`src/rtl/tail_light_pattern_monitor_if.sv`:
```
`default_nettype none
// ============================================================================
// Module   : tail_light_pattern_monitor_if
// Brief    : Lamp-bus observation lines and diagnostics outputs of the
//            tail-light pattern monitor.
// Revision : 1.0
// ============================================================================
interface tail_light_pattern_monitor_if;
  logic       LA, LB, LC, RA, RB, RC;
  logic       clr_err;
  logic [1:0] mode;
  logic       mode_valid;
  logic [1:0] step;
  logic       cycle_done;
  logic       err_seq;
  logic       err_timing;
  logic       err_illegal;
  logic       err_sticky;

  modport master (
    output LA, LB, LC, RA, RB, RC, clr_err,
    input  mode, mode_valid, step, cycle_done,
           err_seq, err_timing, err_illegal, err_sticky
  );

  modport slave (
    input  LA, LB, LC, RA, RB, RC, clr_err,
    output mode, mode_valid, step, cycle_done,
           err_seq, err_timing, err_illegal, err_sticky
  );
endinterface
`default_nettype wire

```
`src/rtl/tail_light_pattern_monitor.sv`:
```
`default_nettype none
// ============================================================================
// Module   : tail_light_pattern_monitor
// Brief    : Decodes T-bird tail-light lamp patterns back into the commanded
//            mode and checks sequence legality and per-pattern dwell time.
// Revision : 1.0
// ============================================================================
module tail_light_pattern_monitor #(
  parameter real STATE_TIME   = 0.6667,
  parameter real CLOCK_PERIOD = 2000.0,
  parameter int  TOL_CYCLES   = 2
) (
  input  wire logic                   clk,
  input  wire logic                   rst_n,
  tail_light_pattern_monitor_if.slave bus
);

  localparam int DWELL_COUNT = int'(STATE_TIME * 1.0e9 / CLOCK_PERIOD);
  localparam int CW          = $clog2(DWELL_COUNT + TOL_CYCLES + 2);

  localparam logic [CW-1:0] c_DWELL_MIN = CW'(DWELL_COUNT - TOL_CYCLES);
  localparam logic [CW-1:0] c_DWELL_MAX = CW'(DWELL_COUNT + TOL_CYCLES);
  localparam logic [CW-1:0] c_CNT_SAT   = {CW{1'b1}};

  // Lamp vector order is {LC,LB,LA,RA,RB,RC}
  localparam logic [5:0] c_PAT_OFF = 6'b000000;
  localparam logic [5:0] c_PAT_L1  = 6'b001000;
  localparam logic [5:0] c_PAT_L2  = 6'b011000;
  localparam logic [5:0] c_PAT_L3  = 6'b111000;
  localparam logic [5:0] c_PAT_R1  = 6'b000100;
  localparam logic [5:0] c_PAT_R2  = 6'b000110;
  localparam logic [5:0] c_PAT_R3  = 6'b000111;
  localparam logic [5:0] c_PAT_HZ  = 6'b111111;

  typedef enum logic [3:0] {
    S_START  = 4'd0,
    S_OFF    = 4'd1,
    S_L1     = 4'd2,
    S_L2     = 4'd3,
    S_L3     = 4'd4,
    S_R1     = 4'd5,
    S_R2     = 4'd6,
    S_R3     = 4'd7,
    S_HZ     = 4'd8,
    S_RESYNC = 4'd9
  } state_t;

  logic [5:0]    lamp_q, prev_q;
  logic [CW-1:0] cnt_q, cnt_d;
  state_t        state_q, state_d;
  logic          done_q, done_d;
  logic          seq_q, seq_d;
  logic          timing_q, timing_d;
  logic          illegal_q, illegal_d;
  logic          sticky_q, sticky_d;

  logic          w_change;
  state_t        w_pat_state;
  logic          w_legal;
  logic          w_dwell_bad;
  logic          w_lit;

  assign w_change = (lamp_q != prev_q);
  assign w_lit    = (state_q inside {S_L1, S_L2, S_L3, S_R1, S_R2, S_R3, S_HZ});

  // Patterns outside the legal set classify as RESYNC, i.e. "illegal"
  always_comb begin
    case (lamp_q)
      c_PAT_OFF: w_pat_state = S_OFF;
      c_PAT_L1:  w_pat_state = S_L1;
      c_PAT_L2:  w_pat_state = S_L2;
      c_PAT_L3:  w_pat_state = S_L3;
      c_PAT_R1:  w_pat_state = S_R1;
      c_PAT_R2:  w_pat_state = S_R2;
      c_PAT_R3:  w_pat_state = S_R3;
      c_PAT_HZ:  w_pat_state = S_HZ;
      default:   w_pat_state = S_RESYNC;
    endcase
  end

  always_comb begin
    w_legal = 1'b0;
    case (state_q)
      S_START, S_OFF: w_legal = (w_pat_state inside {S_L1, S_R1, S_HZ});
      S_L1:           w_legal = (w_pat_state inside {S_L2, S_HZ});
      S_L2:           w_legal = (w_pat_state inside {S_L3, S_HZ});
      S_L3:           w_legal = (w_pat_state inside {S_OFF, S_HZ});
      S_R1:           w_legal = (w_pat_state inside {S_R2, S_HZ});
      S_R2:           w_legal = (w_pat_state inside {S_R3, S_HZ});
      S_R3:           w_legal = (w_pat_state inside {S_OFF, S_HZ});
      S_HZ:           w_legal = (w_pat_state == S_OFF);
      default:        w_legal = 1'b0;
    endcase
  end

  // OFF may idle indefinitely, so only its minimum dwell matters
  assign w_dwell_bad = (cnt_q < c_DWELL_MIN) ||
                       ((state_q != S_OFF) && (cnt_q > c_DWELL_MAX));

  always_comb begin
    cnt_d = cnt_q;
    if (w_change)
      cnt_d = {{(CW-1){1'b0}}, 1'b1};
    else if (cnt_q != c_CNT_SAT)
      cnt_d = cnt_q + 1'b1;
  end

  always_comb begin
    state_d   = state_q;
    done_d    = 1'b0;
    seq_d     = 1'b0;
    timing_d  = 1'b0;
    illegal_d = 1'b0;
    if (state_q == S_RESYNC) begin
      if (lamp_q == c_PAT_OFF)
        state_d = S_OFF;
    end else if (w_change) begin
      timing_d  = (state_q != S_START) && w_dwell_bad;
      illegal_d = (w_pat_state == S_RESYNC);
      seq_d     = (w_pat_state != S_RESYNC) && !w_legal;
      if (timing_d || illegal_d || seq_d) begin
        state_d = S_RESYNC;
      end else begin
        state_d = w_pat_state;
        done_d  = (w_pat_state == S_OFF);
      end
    end else if (w_lit && (cnt_q == c_DWELL_MAX)) begin
      // Counter is about to reach MAX+1: overstay flagged once, then resync
      timing_d = 1'b1;
      state_d  = S_RESYNC;
    end
  end

  assign sticky_d = (seq_d || timing_d || illegal_d) ? 1'b1 :
                    (bus.clr_err ? 1'b0 : sticky_q);

  always_ff @(posedge clk or negedge rst_n) begin
    if (!rst_n) begin
      lamp_q    <= c_PAT_OFF;
      prev_q    <= c_PAT_OFF;
      cnt_q     <= '0;
      state_q   <= S_START;
      done_q    <= 1'b0;
      seq_q     <= 1'b0;
      timing_q  <= 1'b0;
      illegal_q <= 1'b0;
      sticky_q  <= 1'b0;
    end else begin
      lamp_q    <= {bus.LC, bus.LB, bus.LA, bus.RA, bus.RB, bus.RC};
      prev_q    <= lamp_q;
      cnt_q     <= cnt_d;
      state_q   <= state_d;
      done_q    <= done_d;
      seq_q     <= seq_d;
      timing_q  <= timing_d;
      illegal_q <= illegal_d;
      sticky_q  <= sticky_d;
    end
  end

  always_comb begin
    bus.mode       = 2'b00;
    bus.step       = 2'd0;
    bus.mode_valid = 1'b1;
    case (state_q)
      S_L1:     begin bus.mode = 2'b01; bus.step = 2'd1; end
      S_L2:     begin bus.mode = 2'b01; bus.step = 2'd2; end
      S_L3:     begin bus.mode = 2'b01; bus.step = 2'd3; end
      S_R1:     begin bus.mode = 2'b10; bus.step = 2'd1; end
      S_R2:     begin bus.mode = 2'b10; bus.step = 2'd2; end
      S_R3:     begin bus.mode = 2'b10; bus.step = 2'd3; end
      S_HZ:     begin bus.mode = 2'b11; bus.step = 2'd3; end
      S_RESYNC: bus.mode_valid = 1'b0;
      default:  bus.mode = 2'b00;
    endcase
  end

  assign bus.cycle_done  = done_q;
  assign bus.err_seq     = seq_q;
  assign bus.err_timing  = timing_q;
  assign bus.err_illegal = illegal_q;
  assign bus.err_sticky  = sticky_q;

endmodule
`default_nettype wire

```
`src/flat_wrapper.sv`:
```
// flat-port wrapper written by rule: the top's interface ports become plain ports
module tail_light_pattern_monitor_flat 
#(
  parameter real STATE_TIME   = 0.6667,
  parameter real CLOCK_PERIOD = 2000.0,
  parameter int  TOL_CYCLES   = 2
)
  (clk, rst_n, bus_LA, bus_LB, bus_LC, bus_RA, bus_RB, bus_RC, bus_clr_err, bus_mode, bus_mode_valid, bus_step, bus_cycle_done, bus_err_seq, bus_err_timing, bus_err_illegal, bus_err_sticky);
  tail_light_pattern_monitor_if bus_i ();
  input  wire logic clk;
  input  wire logic rst_n;
  input wire logic [$bits(bus_i.LA)-1:0] bus_LA;
  input wire logic [$bits(bus_i.LB)-1:0] bus_LB;
  input wire logic [$bits(bus_i.LC)-1:0] bus_LC;
  input wire logic [$bits(bus_i.RA)-1:0] bus_RA;
  input wire logic [$bits(bus_i.RB)-1:0] bus_RB;
  input wire logic [$bits(bus_i.RC)-1:0] bus_RC;
  input wire logic [$bits(bus_i.clr_err)-1:0] bus_clr_err;
  output wire logic [$bits(bus_i.mode)-1:0] bus_mode;
  output wire logic [$bits(bus_i.mode_valid)-1:0] bus_mode_valid;
  output wire logic [$bits(bus_i.step)-1:0] bus_step;
  output wire logic [$bits(bus_i.cycle_done)-1:0] bus_cycle_done;
  output wire logic [$bits(bus_i.err_seq)-1:0] bus_err_seq;
  output wire logic [$bits(bus_i.err_timing)-1:0] bus_err_timing;
  output wire logic [$bits(bus_i.err_illegal)-1:0] bus_err_illegal;
  output wire logic [$bits(bus_i.err_sticky)-1:0] bus_err_sticky;
  assign bus_i.LA = bus_LA;
  assign bus_i.LB = bus_LB;
  assign bus_i.LC = bus_LC;
  assign bus_i.RA = bus_RA;
  assign bus_i.RB = bus_RB;
  assign bus_i.RC = bus_RC;
  assign bus_i.clr_err = bus_clr_err;
  assign bus_mode = bus_i.mode;
  assign bus_mode_valid = bus_i.mode_valid;
  assign bus_step = bus_i.step;
  assign bus_cycle_done = bus_i.cycle_done;
  assign bus_err_seq = bus_i.err_seq;
  assign bus_err_timing = bus_i.err_timing;
  assign bus_err_illegal = bus_i.err_illegal;
  assign bus_err_sticky = bus_i.err_sticky;
  tail_light_pattern_monitor #(.STATE_TIME(STATE_TIME), .CLOCK_PERIOD(CLOCK_PERIOD), .TOL_CYCLES(TOL_CYCLES)) u_core (.clk(clk), .rst_n(rst_n), .bus(bus_i));
endmodule
```
`config.mk`:
```
export PLATFORM = sky130hd
export DESIGN_NAME = tail_light_pattern_monitor_flat
export DESIGN_NICKNAME = d
export VERILOG_FILES = /design/src/rtl/tail_light_pattern_monitor_if.sv /design/src/rtl/tail_light_pattern_monitor.sv /design/src/flat_wrapper.sv
export SDC_FILE = /design/constraint.sdc
export NUM_CORES = 1
export LEC_CHECK = 0
export ABC_CLOCK_PERIOD_IN_PS = 2060
export CAP_MARGIN = 30
export CORE_MARGIN = 2
export CORE_UTILIZATION = 30
export DETAILED_ROUTE_END_ITERATION = 16
export HOLD_SLACK_MARGIN = 0.1
export PLACE_DENSITY_LB_ADDON = 0.08
export SYNTH_ARGS = -nofsm -noshare
export SYNTH_HDL_FRONTEND = slang
export SYNTH_SLANG_ARGS = --single-unit
```
`constraint.sdc`:
```
create_clock -name clk -period 2.06 [get_ports clk]
set_clock_uncertainty 0.15 [all_clocks]
set_input_delay 0.412 -clock clk [delete_from_list [all_inputs] [get_ports clk]]
set_output_delay 0.412 -clock clk [all_outputs]
set_load 0.02 [all_outputs]
```
# After elaboration in Yosys (flattened, before gate mapping)
# Index checks and enable logic that the tools add are counted.
# W data, S select, Z words.
# op_classes
n_reduce_logical,31
addsub,1
n_lt_le_gt_ge,2
eq_ne,31
mux,24
# op_table
operator,n
$mux W19,2
$eq A4 B3 Y1 const B,8
$pmux W4 S8,1
$mux W4,5
$add A19 B1 Y19 const B,1
$eq A19 B19 Y1 const B,1
$gt A19 B19 Y1 const B,1
$lt A19 B19 Y1 const B,1
$ne A19 B19 Y1 const B,1
$eq A6 B3 Y1 const B,3
$eq A4 B2 Y1 const B,4
$eq A4 B4 Y1 const B,4
$reduce_bool A2 Y1,7
$mux W1,13
$eq A6 B6 Y1 const B,2
$pmux W2 S3,2
$reduce_or A3 Y1,3
$eq A4 B1 Y1 const B,2
$reduce_or A2 Y1,4
$pmux W1 S7,1
$reduce_bool A7 Y1,1
$eq A6 B4 Y1 const B,1
$eq A6 B5 Y1 const B,1
$logic_not A6 Y1,1
11 further kinds,19
# totals
in_bits,9
register_bits,40

# Depth between registers and ports, before layout
# Gate-level depths: netlist of run 1.
# depth
depth_word,12
mapped_depth,8

# Worst setup path before layout of run 1
# Ideal clock, no wire load.
# synth_timing
path_kind,register -> register
startpoint,register u_core.lamp_q[2]
endpoint,"register u_core.sticky_q, in the netlist u_core.bus.err_sticky"
setup_slack_ns,-0.008
synth_period_minus_slack_ns,2.068
arrival_ns,1.780
setup_time_ns,0.138
required_ns,1.772
path_stages_with_launch,8
cell_sequence,dfrtp_1 -> nand2b_4 -> or4_4 -> a2111o_1 -> a21oi_1 -> or3_1 -> buf_6 -> o221ai_1
# synth_via
elab_chain_len,12
elab_cells_between_ends,39
classes_between,eq/ne: 18; mux: 9; reduce/logical: 12
# synth_lines
element,line_no,rtl
"start, declared",tail_light_pattern_monitor.sv:48,"logic [5:0] lamp_q, prev_q;"
"start signal, assigned",tail_light_pattern_monitor.sv:139,lamp_q <= c_PAT_OFF;
"start signal, assigned",tail_light_pattern_monitor.sv:149,"lamp_q <= {bus.LC, bus.LB, bus.LA, bus.RA, bus.RB, bus.RC};"
$eq A6 B6 Y1 (tied with other cells),tail_light_pattern_monitor.sv:68,case (lamp_q)
$pmux W4 S8,tail_light_pattern_monitor.sv:68,
$eq A4 B2 Y1 (tied with other cells),tail_light_pattern_monitor.sv:84,"S_START, S_OFF: w_legal = (w_pat_state inside {S_L1, S_R1, S_HZ});"
$reduce_bool A3 Y1 (tied with other cells),tail_light_pattern_monitor.sv:84,
$pmux W1 S7,tail_light_pattern_monitor.sv:83,case (state_q)
$logic_not A1 Y1,tail_light_pattern_monitor.sv:120,seq_d = (w_pat_state != S_RESYNC) && !w_legal;
$logic_and A1 B1 Y1,tail_light_pattern_monitor.sv:120,
$mux W1,tail_light_pattern_monitor.sv:117,end else if (w_change) begin
$mux W1,tail_light_pattern_monitor.sv:114,if (state_q == S_RESYNC) begin
$logic_or A1 B1 Y1,tail_light_pattern_monitor.sv:134,assign sticky_d = (seq_d || timing_d || illegal_d) ? 1'b1 :
$logic_or A1 B1 Y1 *,tail_light_pattern_monitor.sv:134,
$mux W1 or $reduce_bool A2 Y1 (tied branches),-,
"end signal, assigned",tail_light_pattern_monitor.sv:157,sticky_q <= sticky_d;
"end, declared",tail_light_pattern_monitor.sv:55,"logic sticky_q, sticky_d;"
# Mark *: on every way between the ends. The rest lies on a longest branch, timed or not.
# A chain may end at the register's enable or synchronous reset.

# Worst setup path after layout of run 1
# layout_timing
startpoint,register u_core.lamp_q[2]
endpoint,register u_core.state_q[2]
# layout_via
elab_chain_len,11
elab_cells_between_ends,37
classes_between,eq/ne: 19; mux: 5; reduce/logical: 13
# layout_lines
element,line_no,rtl
$eq A6 B6 Y1 (tied with other cells),tail_light_pattern_monitor.sv:68,
$pmux W4 S8,tail_light_pattern_monitor.sv:68,
$eq A4 B2 Y1 (tied with other cells),tail_light_pattern_monitor.sv:84,
$reduce_bool A3 Y1 (tied with other cells),tail_light_pattern_monitor.sv:84,
$pmux W1 S7,tail_light_pattern_monitor.sv:83,
$logic_not A1 Y1,tail_light_pattern_monitor.sv:120,
$logic_and A1 B1 Y1,tail_light_pattern_monitor.sv:120,
$logic_or A1 B1 Y1,tail_light_pattern_monitor.sv:121,if (timing_d || illegal_d || seq_d) begin
$mux W4,tail_light_pattern_monitor.sv:121,
$mux W4,tail_light_pattern_monitor.sv:117,
$mux W4,tail_light_pattern_monitor.sv:114,
"end signal, assigned",tail_light_pattern_monitor.sv:152,state_q <= state_d;
"end, declared",tail_light_pattern_monitor.sv:50,"state_t state_q, state_d;"
# Parallel ways exist; a longest one is shown, timed or not.

==> results of run 1 <==
-- routing by layer --
metal	GRT usage (%)	routed length (um)
met4	6.44	148
met3	3.32	140
met1	18.9	2640
met5	0	0
met2	24.9	2990
-- area by class of cell --
cell class	count	area, um2	share of cell area, %
sequential	40	1010	30.3
timing repair buffer	89	723	21.8
tap	99	124	3.73
clock buffer	5	68.8	2.07
multi-input combinational	182	1330	40.1
inverter	7	26.3	0.790
clock inverter	3	42.5	1.28
-- per-stage QoR --
stage          instance area, um2  utilization, %  cells  total power, mW
6_report                     3320            45.3    425             1.90
5_1_grt                      3320            45.3    425             1.99
4_1_cts                      3190            43.5    417             1.89
3_5_place_dp                 2890            39.4    398             1.20
3_3_place_gp                 2890            39.4    398             1.21
2_1_floorplan                2290               -    243             1.03
-- power groups by stage --
stage | sequential, mW | clock (mW) | combinational (mW)
6_report | 0.852 | 0.646 | 0.397
5_1_grt | 0.857 | 0.703 | 0.435
4_1_cts | 0.852 | 0.668 | 0.369
3_5_place_dp | 0.868 | 0 | 0.336
3_3_place_gp | 0.868 | 0 | 0.339
2_1_floorplan | 0.886 | 0 | 0.148
-- state kept, by name, summed over array words and instances (netlist names) --
register and count:
u_core.lamp_q 6, u_core.bus.err_seq 1, u_core.bus.err_sticky 1, u_core.cnt_q 19, u_core.prev_q 6, u_core.bus.err_illegal 1
u_core.bus.err_timing 1, u_core.state_q 4, u_core.bus.cycle_done 1
-- cells by family (layout without fill, tap and decap cells) --
logic type / after synthesis / after routing / share of synthesized area [%]
adder cells (fa/ha/maj): 1 / 1 / 0.546
buffers and inverters: 21 / 104 / 5.19
multiplexers: 4 / 4 / 1.75
AND/OR/NAND/NOR: 108 / 108 / 26.9
XOR/XNOR: 19 / 19 / 7.26
flip-flops: 40 / 40 / 43.7
AO/OA/AOI/OAI: 50 / 50 / 14.6
-- critical path, stage by stage (launching register included) --
cell	delay, ns
dfrtp_2	0.45
buf_4	0.14
nor4b_2	0.23
buf_4	0.17
o21bai_4	0.08
nand4_1	0.12
a21oi_2	0.07
or3_4	0.42
a32o_1	0.26
-- what timing repair did --
| action | in CTS | in global routing |
|---|---|---|
| hold buffers | 1 | 0 |
| endpoints found under the hold margin | 40 | 0 |
| gates resized for setup | 43 | 20 |
| setup buffers | 10 | 8 |
| pin swaps | 13 | 16 |
| endpoints found under the setup margin | 15 | 22 |
-- worst max-delay path by stage --
stage | slack (ns) | to
floorplan | 0.02 | u_core.state_q[2]
detailed placement | -0.25 | u_core.bus.err_sticky
CTS | -0.12 | u_core.bus.err_sticky
global route | -0.26 | u_core.state_q[2]
finish | -0.15 | u_core.state_q[2]
global placement | -0.18 | u_core.bus.err_sticky
-- cell usage in the layout, fill, tap and decap left out, types with 2 or more instances in the layout --
cell / n
dfrtp_2: 5
inv_1: 7
nor3_1: 4
o22ai_1: 2
dfrtp_1: 35
nor2b_1: 3
nand4_1: 7
xor2_1: 5
clkdlybuf4s50_1: 12
nand3b_1: 3
clkdlybuf4s15_2: 3
or3_4: 2
and3_1: 4
a32oi_1: 2
nand2_1: 11
buf_6: 5
nor4_1: 3
a31oi_1: 4
nand3_1: 7
nor3_4: 2
mux2i_1: 4
or3_1: 6
buf_2: 3
o21ai_0: 13
nor2_1: 30
nand2b_1: 3
clkbuf_8: 5
o221ai_2: 2
a21oi_1: 5
a21oi_2: 4
buf_4: 65
o211ai_1: 3
xnor2_1: 13
==> flow_summary.ini, run 1 <==
[die]
dieWidth_um = 91.4
rows = 31
start_util_pct = 31.3
io_pins = 19
dieArea_um2 = 8350
core_um2 = 7330
die_y_um = 91.4

[routing]
drc = 0
wire_per_inst_um = 13.9
viasPerCell = 4.99
drt-initial-drc-count = 43
totalWireLength_um = 5920
num_vias = 2120
first_pass_iters = 4
ant_nets = 0

[logic_synthesis]
ys_seq_elements = 40
ys_async_sr_fraction_pct = 100
syn_area_um2 = 2290
synthTopCellsByArea = dfrtp_1 (44%), nor2_1 (5.2%), xnor2_1 (5.0%)
synthTopCellsByCount = dfrtp_1 (40), nor2_1 (32), o21ai_0 (14)
synth_top_area_share_pct = 43.7
synth_largest_area_cell = dfrtp_1
synth_edf_count = 0
netlist_instances = 243
synth_most_common_cell = dfrtp_1
syn_avg_cell_area_um2 = 9.43
ys_warn_count = 0
syn_nets = 253
synth_cell_type_count = 55
seq_area_frac_synth_pct = 43.7
yosys_most_used_dff = dfrtp_1

[placement]
post-place-ws_ns = -0.252
hpwlAfterDp_um = 4050
place_congestion = 0.882
io_buffer_count = 18

[pwr]
combPwrFrac_pct = 21.0
powerDensity_nw_per_um2 = 570
p_seq_share_pct = 44.9
vdd_drop_max_uv = 287
swShare_pct = 27.0
p_clk_share_pct = 34.1
p_switching_mw = 0.512
leakage_nw = 1.34
p_int_mw = 1.38

[worst_hold_path]
hold-path-cell-count = 0
min_path_type = register to register
hold_start = u_core.lamp_q[2]
whs_endpoint = u_core.prev_q[2]

[clock_network]
clk_pin_slew_ns = 0.09
clock_latency_ns = 0.30
htree_levels = 2
clock-sinks = 40
numCtsBuffers = 5
clockRootBuffer = clkbuf_8
cts_tree = yes
clockBufferDepth = 2

[global_routing]
grt_max_degree = 41
grt_pass1_wl_um = 10200
grt-ovfl-total = 0
track_usage_pct = 15.1
antenna_found_initial = 0
grt_pass1_vias = 2141

[cells_and_area]
area_growth_pct = 45.1
n_antenna_cell = 0
nets = 335
fill_cells = 681
drive_gt1_share_pct = 38.3

[status]
status = finished with violations
violations = setup timing

[setup_path]
cp-end-kind = register
crit_start = u_core.lamp_q[2]
regToRegStartpoint = u_core.lamp_q[2]
r2r_slack_ns = -0.15
worstSetupPathType = register to register
arrival_ns = 2.24
ff2ff_path_depth = 8
critPathRequiredTime_ns = 2.09
r2r-end = u_core.state_q[2]
cp_max_fo = 7
startpoint_type = register

[sta]
whs_ns = 0.309
fin_ws_ns = -0.148
worstMarginPinSlew_ns = 0.577
finalSetupViolCount = 8
slew_viol_final = 0
rsz0062_at_grt = yes
finalHoldViolations = 0
achievable-frequency_mhz = 453
final.setup.tns_ns = -0.758
fin_crit_ns = 2.21
min_period_over_period_pct = 107
max_slew_margin_pct = 61.0

[job]
drv_cap = 0
Power figures use the tool's default switching activity.
==> run 2, diff against run 1 <==
--- a/config.mk
+++ b/config.mk
@@ -7,7 +7,7 @@
 export LEC_CHECK = 0
 export ABC_CLOCK_PERIOD_IN_PS = 2060
 export CAP_MARGIN = 30
-export CORE_MARGIN = 2
+export CORE_MARGIN = 5
 export CORE_UTILIZATION = 30
 export DETAILED_ROUTE_END_ITERATION = 16
 export HOLD_SLACK_MARGIN = 0.1
==> run 2 against run 1 <==
  * The flow still finishes with violations (setup timing)
  * Clock power down 17%
  * Power decreased by 8.6%
  * Die area is 14% higher
  * Worst setup slack improved by 0.077 ns
  * Critical endpoint unchanged
  * Largest power group unchanged
==> flow_summary.ini, run 2 (same netlist as run 1, synthesis figures left out) <==
[status]
status = finished with violations
violations = setup timing

[clock_network]
clk_pin_slew_ns = 0.08
clockBufferDepth = 2
numCtsBuffers = 5
clock-sinks = 40
clock_latency_ns = 0.29
clockRootBuffer = clkbuf_8
htree_levels = 2
cts_tree = yes

[die]
dieArea_um2 = 9480
io_pins = 19
core_um2 = 7330
start_util_pct = 31.3
die_y_um = 97.4
rows = 31
dieWidth_um = 97.4

[sta]
finalSetupViolCount = 6
achievable-frequency_mhz = 469
finalHoldViolations = 0
slew_viol_final = 0
fin_crit_ns = 2.13
rsz0062_at_grt = yes
min_period_over_period_pct = 103
max_slew_margin_pct = 66.3
worstMarginPinSlew_ns = 0.499
fin_ws_ns = -0.0707

[global_routing]
grt_pass1_vias = 2091
grt-ovfl-total = 0
grt_max_degree = 21
grt_pass1_wl_um = 9840
antenna_found_initial = 0
track_usage_pct = 12.5

[cells_and_area]
top_register = u_core.cnt_q
largest_register_ffs = 19
final_common_cell = buf_4
area_growth_pct = 39.1
n_antenna_cell = 0
reg_top3 = u_core.cnt_q x19, u_core.lamp_q x6, u_core.prev_q x6
nets = 325
final_cell_mix = buf_4 (55), dfrtp_1 (34), nor2_1 (27)
drive_gt1_share_pct = 36.1
layoutNonFillerInstCount = 415

[placement]
hpwlAfterDp_um = 4220
post-place-cells = 394
place_congestion = 0.869
io_buffer_count = 18

[pwr]
p_switching_mw = 0.464
powerDensity_nw_per_um2 = 543
p_int_mw = 1.27
vdd_drop_max_uv = 243
p_clk_share_pct = 30.9
power.total_mw = 1.73
combPwrFrac_pct = 19.8
swShare_pct = 26.8
p_seq_share_pct = 49.3
leakage_nw = 1.27

[worst_hold_path]
min_path_type = register to register

[setup_path]
max_stage_delay_ns = 0.46
arrival_ns = 2.15
worstPathCellList = buf_6 > and4bb_2 > o21bai_4 > a2111o_1 > a21oi_2 > or3_4 > a32o_1
worst_path_max_delay_cell = dfrtp_2
worstSetupPathType = register to register
cp_max_fo = 10
cp-end-kind = register
startpoint_type = register
critPathRequiredTime_ns = 2.08

[routing]
first_pass_iters = 4
drt-initial-drc-count = 42
num_vias = 2089
totalWireLength_um = 5950
ant_nets = 0
viasPerCell = 5.03
wire_per_inst_um = 14.3
drc = 0

[job]
drv_cap = 0
run 2: changes by cell type in the layout (fill, tap and decap cells not counted), sizes merged:
cell	change
clkbuf	+7
clkdlybuf4s15	-2
buf	-12
bufinv	-1
clkinvlp	-1
clkinv	-1
run 2: repair_timing:
| action | CTS | global route |
|---|---|---|
| resized for setup | 30 | 29 |
| pin swaps | 7 | 9 |
| hold buffers | 1 | 0 |
| setup buffers | 6 | 7 |
| endpoints found under the setup margin | 13 | 20 |
| hold endpoints to repair | 18 | 0 |
run 2: metrics by stage:
step | setup TNS, ns | utilization [%] | instance area, um2 | setup WS [ns] | hold slack, ns
after floorplan | 0 | - | 2290 | 0.0170 | -0.0336
after global placement | -1.31 | 39.0 | 2860 | -0.197 | 0.241
after global routing | -1.05 | 43.5 | 3190 | -0.182 | 0.357
after CTS | -0.276 | 42.0 | 3080 | -0.0713 | 0.327
after detailed placement | -1.59 | 39.0 | 2860 | -0.225 | 0.244
final | -0.304 | 43.5 | 3190 | -0.0707 | 0.344
run 2: path summary, 6_finish.rpt:
path                       cells after the start                     end  slack (ns)             start
min reg2reg                                    0        u_core.prev_q[1]        0.34  u_core.lamp_q[1]
max                                            7       u_core.state_q[2]       -0.07  u_core.lamp_q[1]
max reg2reg                                    7       u_core.state_q[2]       -0.07  u_core.lamp_q[1]
min in group asynchronous                      2  u_core.bus.err_illegal        0.45             rst_n
min                                            0        u_core.prev_q[1]        0.34  u_core.lamp_q[1]
max in group asynchronous                      3       u_core.state_q[2]        0.77             rst_n
run 2: area by class of cell:
| cell class | instances | area [um2] |
|---|---|---|
| flip-flops and latches | 40 | 1010 |
| inverters | 7 | 26.3 |
| clock buffers | 8 | 90.1 |
| repair buffers | 79 | 636 |
| multi-input cells | 182 | 1300 |
| fillers | 720 | 4140 |
| well taps | 99 | 124 |
run 2: critical path, delay by kind of cell, from the launching register on:
| kind | cells | cell delay (ns) |
|---|---|---|
| flip-flops | 1 | 0.46 |
| AND/OR/NAND/NOR | 2 | 0.67 |
| AO/OA/AOI/OAI | 4 | 0.58 |
| buffers and inverters | 1 | 0.16 |
run 2: metal layers:
layer	wire [um]	part of all wire [%]	track usage, %
met5	0	0	0
met2	3020	51	21.9
met1	2670	45	15.4
met4	86	1.4	4.05
met3	176	3.0	2.23
run 2: power by group through the flow:
stage                     combinational, mW  clock [mW]  sequential, mW
after CTS                             0.344       0.556           0.853
after global placement                0.335           0           0.868
final                                 0.343       0.535           0.854
after global routing                  0.379       0.591           0.861
after detailed placement              0.332           0           0.868
after floorplan                       0.148           0           0.886
==> run 3, diff against run 2 <==
--- a/config.mk
+++ b/config.mk
@@ -6,12 +6,13 @@
 export NUM_CORES = 1
 export LEC_CHECK = 0
 export ABC_CLOCK_PERIOD_IN_PS = 2060
-export CAP_MARGIN = 30
+export CAP_MARGIN = 10
 export CORE_MARGIN = 5
 export CORE_UTILIZATION = 30
 export DETAILED_ROUTE_END_ITERATION = 16
 export HOLD_SLACK_MARGIN = 0.1
 export PLACE_DENSITY_LB_ADDON = 0.08
+export REMOVE_ABC_BUFFERS = 1
 export SYNTH_ARGS = -nofsm -noshare
 export SYNTH_HDL_FRONTEND = slang
 export SYNTH_SLANG_ARGS = --single-unit
==> run 3 against run 2 <==
  * Clock power fell by 7.3%
  * The flow still finishes with violations (setup timing)
  * Critical endpoint unchanged
  * Count of clock-buffer cells in the layout fell by 2
  * Worst setup slack lost 0.025 ns
  * Critical path depth unchanged
  * Power decreased by 0.32%
  * Sequential cell count stayed put
  * Cell count decreased by 0.24%
  * Highest routed layer unchanged
  * Cell area fell by 0.59%
  * Global-route usage grew 0.20 points
  * Wire length decreased by 0.57%
==> flow_summary.ini, run 3 (same netlist as run 1, synthesis figures left out) <==
[sta]
finalHoldViolations = 0
fin_crit_ns = 2.16
rsz0062_at_grt = yes
worstMarginPinSlew_ns = 0.539
max_slew_margin_pct = 63.6
fin_ws_ns = -0.0956
achievable-frequency_mhz = 464
slew_viol_final = 0
min_period_over_period_pct = 105
finalSetupViolCount = 7

[setup_path]
cp_max_fo = 10
worstPathCellList = buf_6 > and4bb_2 > o21bai_4 > a2111o_1 > a21oi_2 > or3_4 > a32o_1
worstSetupPathType = register to register
regToRegStartpoint = u_core.lamp_q[1]
critPathRequiredTime_ns = 2.08
r2r-end = u_core.state_q[2]
cpLargestDelayFamily = simple AND/OR/NAND/NOR gates
max_stage_delay_ns = 0.45
cp-end-kind = register
ff2ff_path_depth = 7
critPathBufInv = 1
r2r_slack_ns = -0.1
worst_path_max_delay_cell = dfrtp_2
startpoint_type = register
arrival_ns = 2.18

[worst_hold_path]
whs_endpoint = u_core.prev_q[1]
min_path_type = register to register
hold-path-cell-count = 0
hold_start = u_core.lamp_q[1]

[placement]
place_congestion = 0.818
io_buffer_count = 18
hpwlAfterDp_um = 4370
post-place-ws_ns = -0.259
placed_cell_area_um2 = 2890

[routing]
drt-initial-drc-count = 44
first_pass_iters = 4
num_vias = 2076
drc = 0
viasPerCell = 5.01
ant_nets = 0
wire_per_inst_um = 14.3
totalWireLength_um = 5910

[cells_and_area]
top_register = u_core.cnt_q
nets = 325
stdcell_area_um2 = 3170
n_antenna_cell = 0
drive_gt1_share_pct = 34.6
final_common_cell = buf_4
fill_cells = 747
reg_top3 = u_core.cnt_q x19, u_core.lamp_q x6, u_core.prev_q x6
largest_register_ffs = 19
final_cell_mix = buf_4 (53), dfrtp_1 (36), nor2_1 (28)
area_growth_pct = 38.3

[clock_network]
htree_levels = 2
clock-sinks = 40
clk_pin_slew_ns = 0.07
clockRootBuffer = clkbuf_8
numCtsBuffers = 5
clockBufferDepth = 2
cts_tree = yes
clock_latency_ns = 0.28

[global_routing]
grt-ovfl-total = 0
track_usage_pct = 12.7
grt_max_degree = 23
antenna_found_initial = 0
grt_pass1_wl_um = 9960
grt_pass1_vias = 2064

[pwr]
swShare_pct = 27.7
powerDensity_nw_per_um2 = 545
p_int_mw = 1.25
power.total_mw = 1.73
combPwrFrac_pct = 22.1
leakage_nw = 1.30
p_seq_share_pct = 49.1
p_clk_share_pct = 28.7
vdd_drop_max_uv = 216
p_switching_mw = 0.479

[die]
dieArea_um2 = 9480
die_y_um = 97.4
start_util_pct = 31.3
rows = 31
dieWidth_um = 97.4
core_um2 = 7330
io_pins = 19

[job]
drv_cap = 0

[status]
violations = setup timing
status = finished with violations
-- run 3: final cells by class --
cell class	instances	area (um2)	share of cell area, %
flip-flops and latches	40	1010	31.8
multi-input cells	182	1280	40.5
clock buffers	6	72.6	2.29
clock inverters	1	5.00	0.158
well taps	99	124	3.91
repair buffers	79	652	20.6
inverters	7	26.3	0.829
-- run 3: repair_timing --
| action | CTS | global route |
|---|---|---|
| setup buffers | 6 | 4 |
| hold buffers | 1 | 0 |
| endpoints found under the setup margin | 13 | 23 |
| pin swaps | 14 | 10 |
| endpoints found under the hold margin | 19 | 0 |
| cloned | 0 | 0 |
| resized for setup | 33 | 24 |
-- run 3: per-layer routing --
metal / track usage [%] / vias to the layer above / routed length [um]
met5: 0 / - / 0
met4: 4.15 / 0 / 69
met3: 2.44 / 6 / 187
met2: 21.7 / 35 / 3000
met1: 15.9 / 1010 / 2660
li1: - / 1025 / -
-- run 3: power groups by stage --
stage	registers [mW]	clock network [mW]	logic, mW
after global placement	0.865	0	0.354
after floorplan	0.907	0	0.110
final	0.848	0.496	0.382
after CTS	0.848	0.522	0.383
after global routing	0.855	0.548	0.416
after detailed placement	0.863	0	0.354
-- run 3: worst max-delay path by stage --
stage / startpoint / to / slack (ns) / cells after the start
detailed placement: u_core.lamp_q[5] / u_core.state_q[2] / -0.26 / 7
global route: u_core.lamp_q[5] / u_core.state_q[2] / -0.18 / 8
finish: u_core.lamp_q[1] / u_core.state_q[2] / -0.1 / 7
floorplan: u_core.lamp_q[5] / u_core.bus.err_sticky / -0.35 / 6
CTS: u_core.state_q[2] / bus_mode[0] / -0.1 / 3
global placement: u_core.lamp_q[5] / u_core.state_q[2] / -0.26 / 7
-- run 3: metrics by stage --
stage / util (%) / setup TNS (ns) / std cells / hold slack (ns)
6_report: 43.2 / -0.500 / 414 / 0.317
3_5_place_dp: 39.4 / -1.36 / 396 / 0.254
3_3_place_gp: 39.4 / -1.31 / 396 / 0.253
2_1_floorplan: - / -2.03 / 229 / -0.0336
5_1_grt: 43.2 / -1.01 / 414 / 0.338
4_1_cts: 42.4 / -0.588 / 410 / 0.322
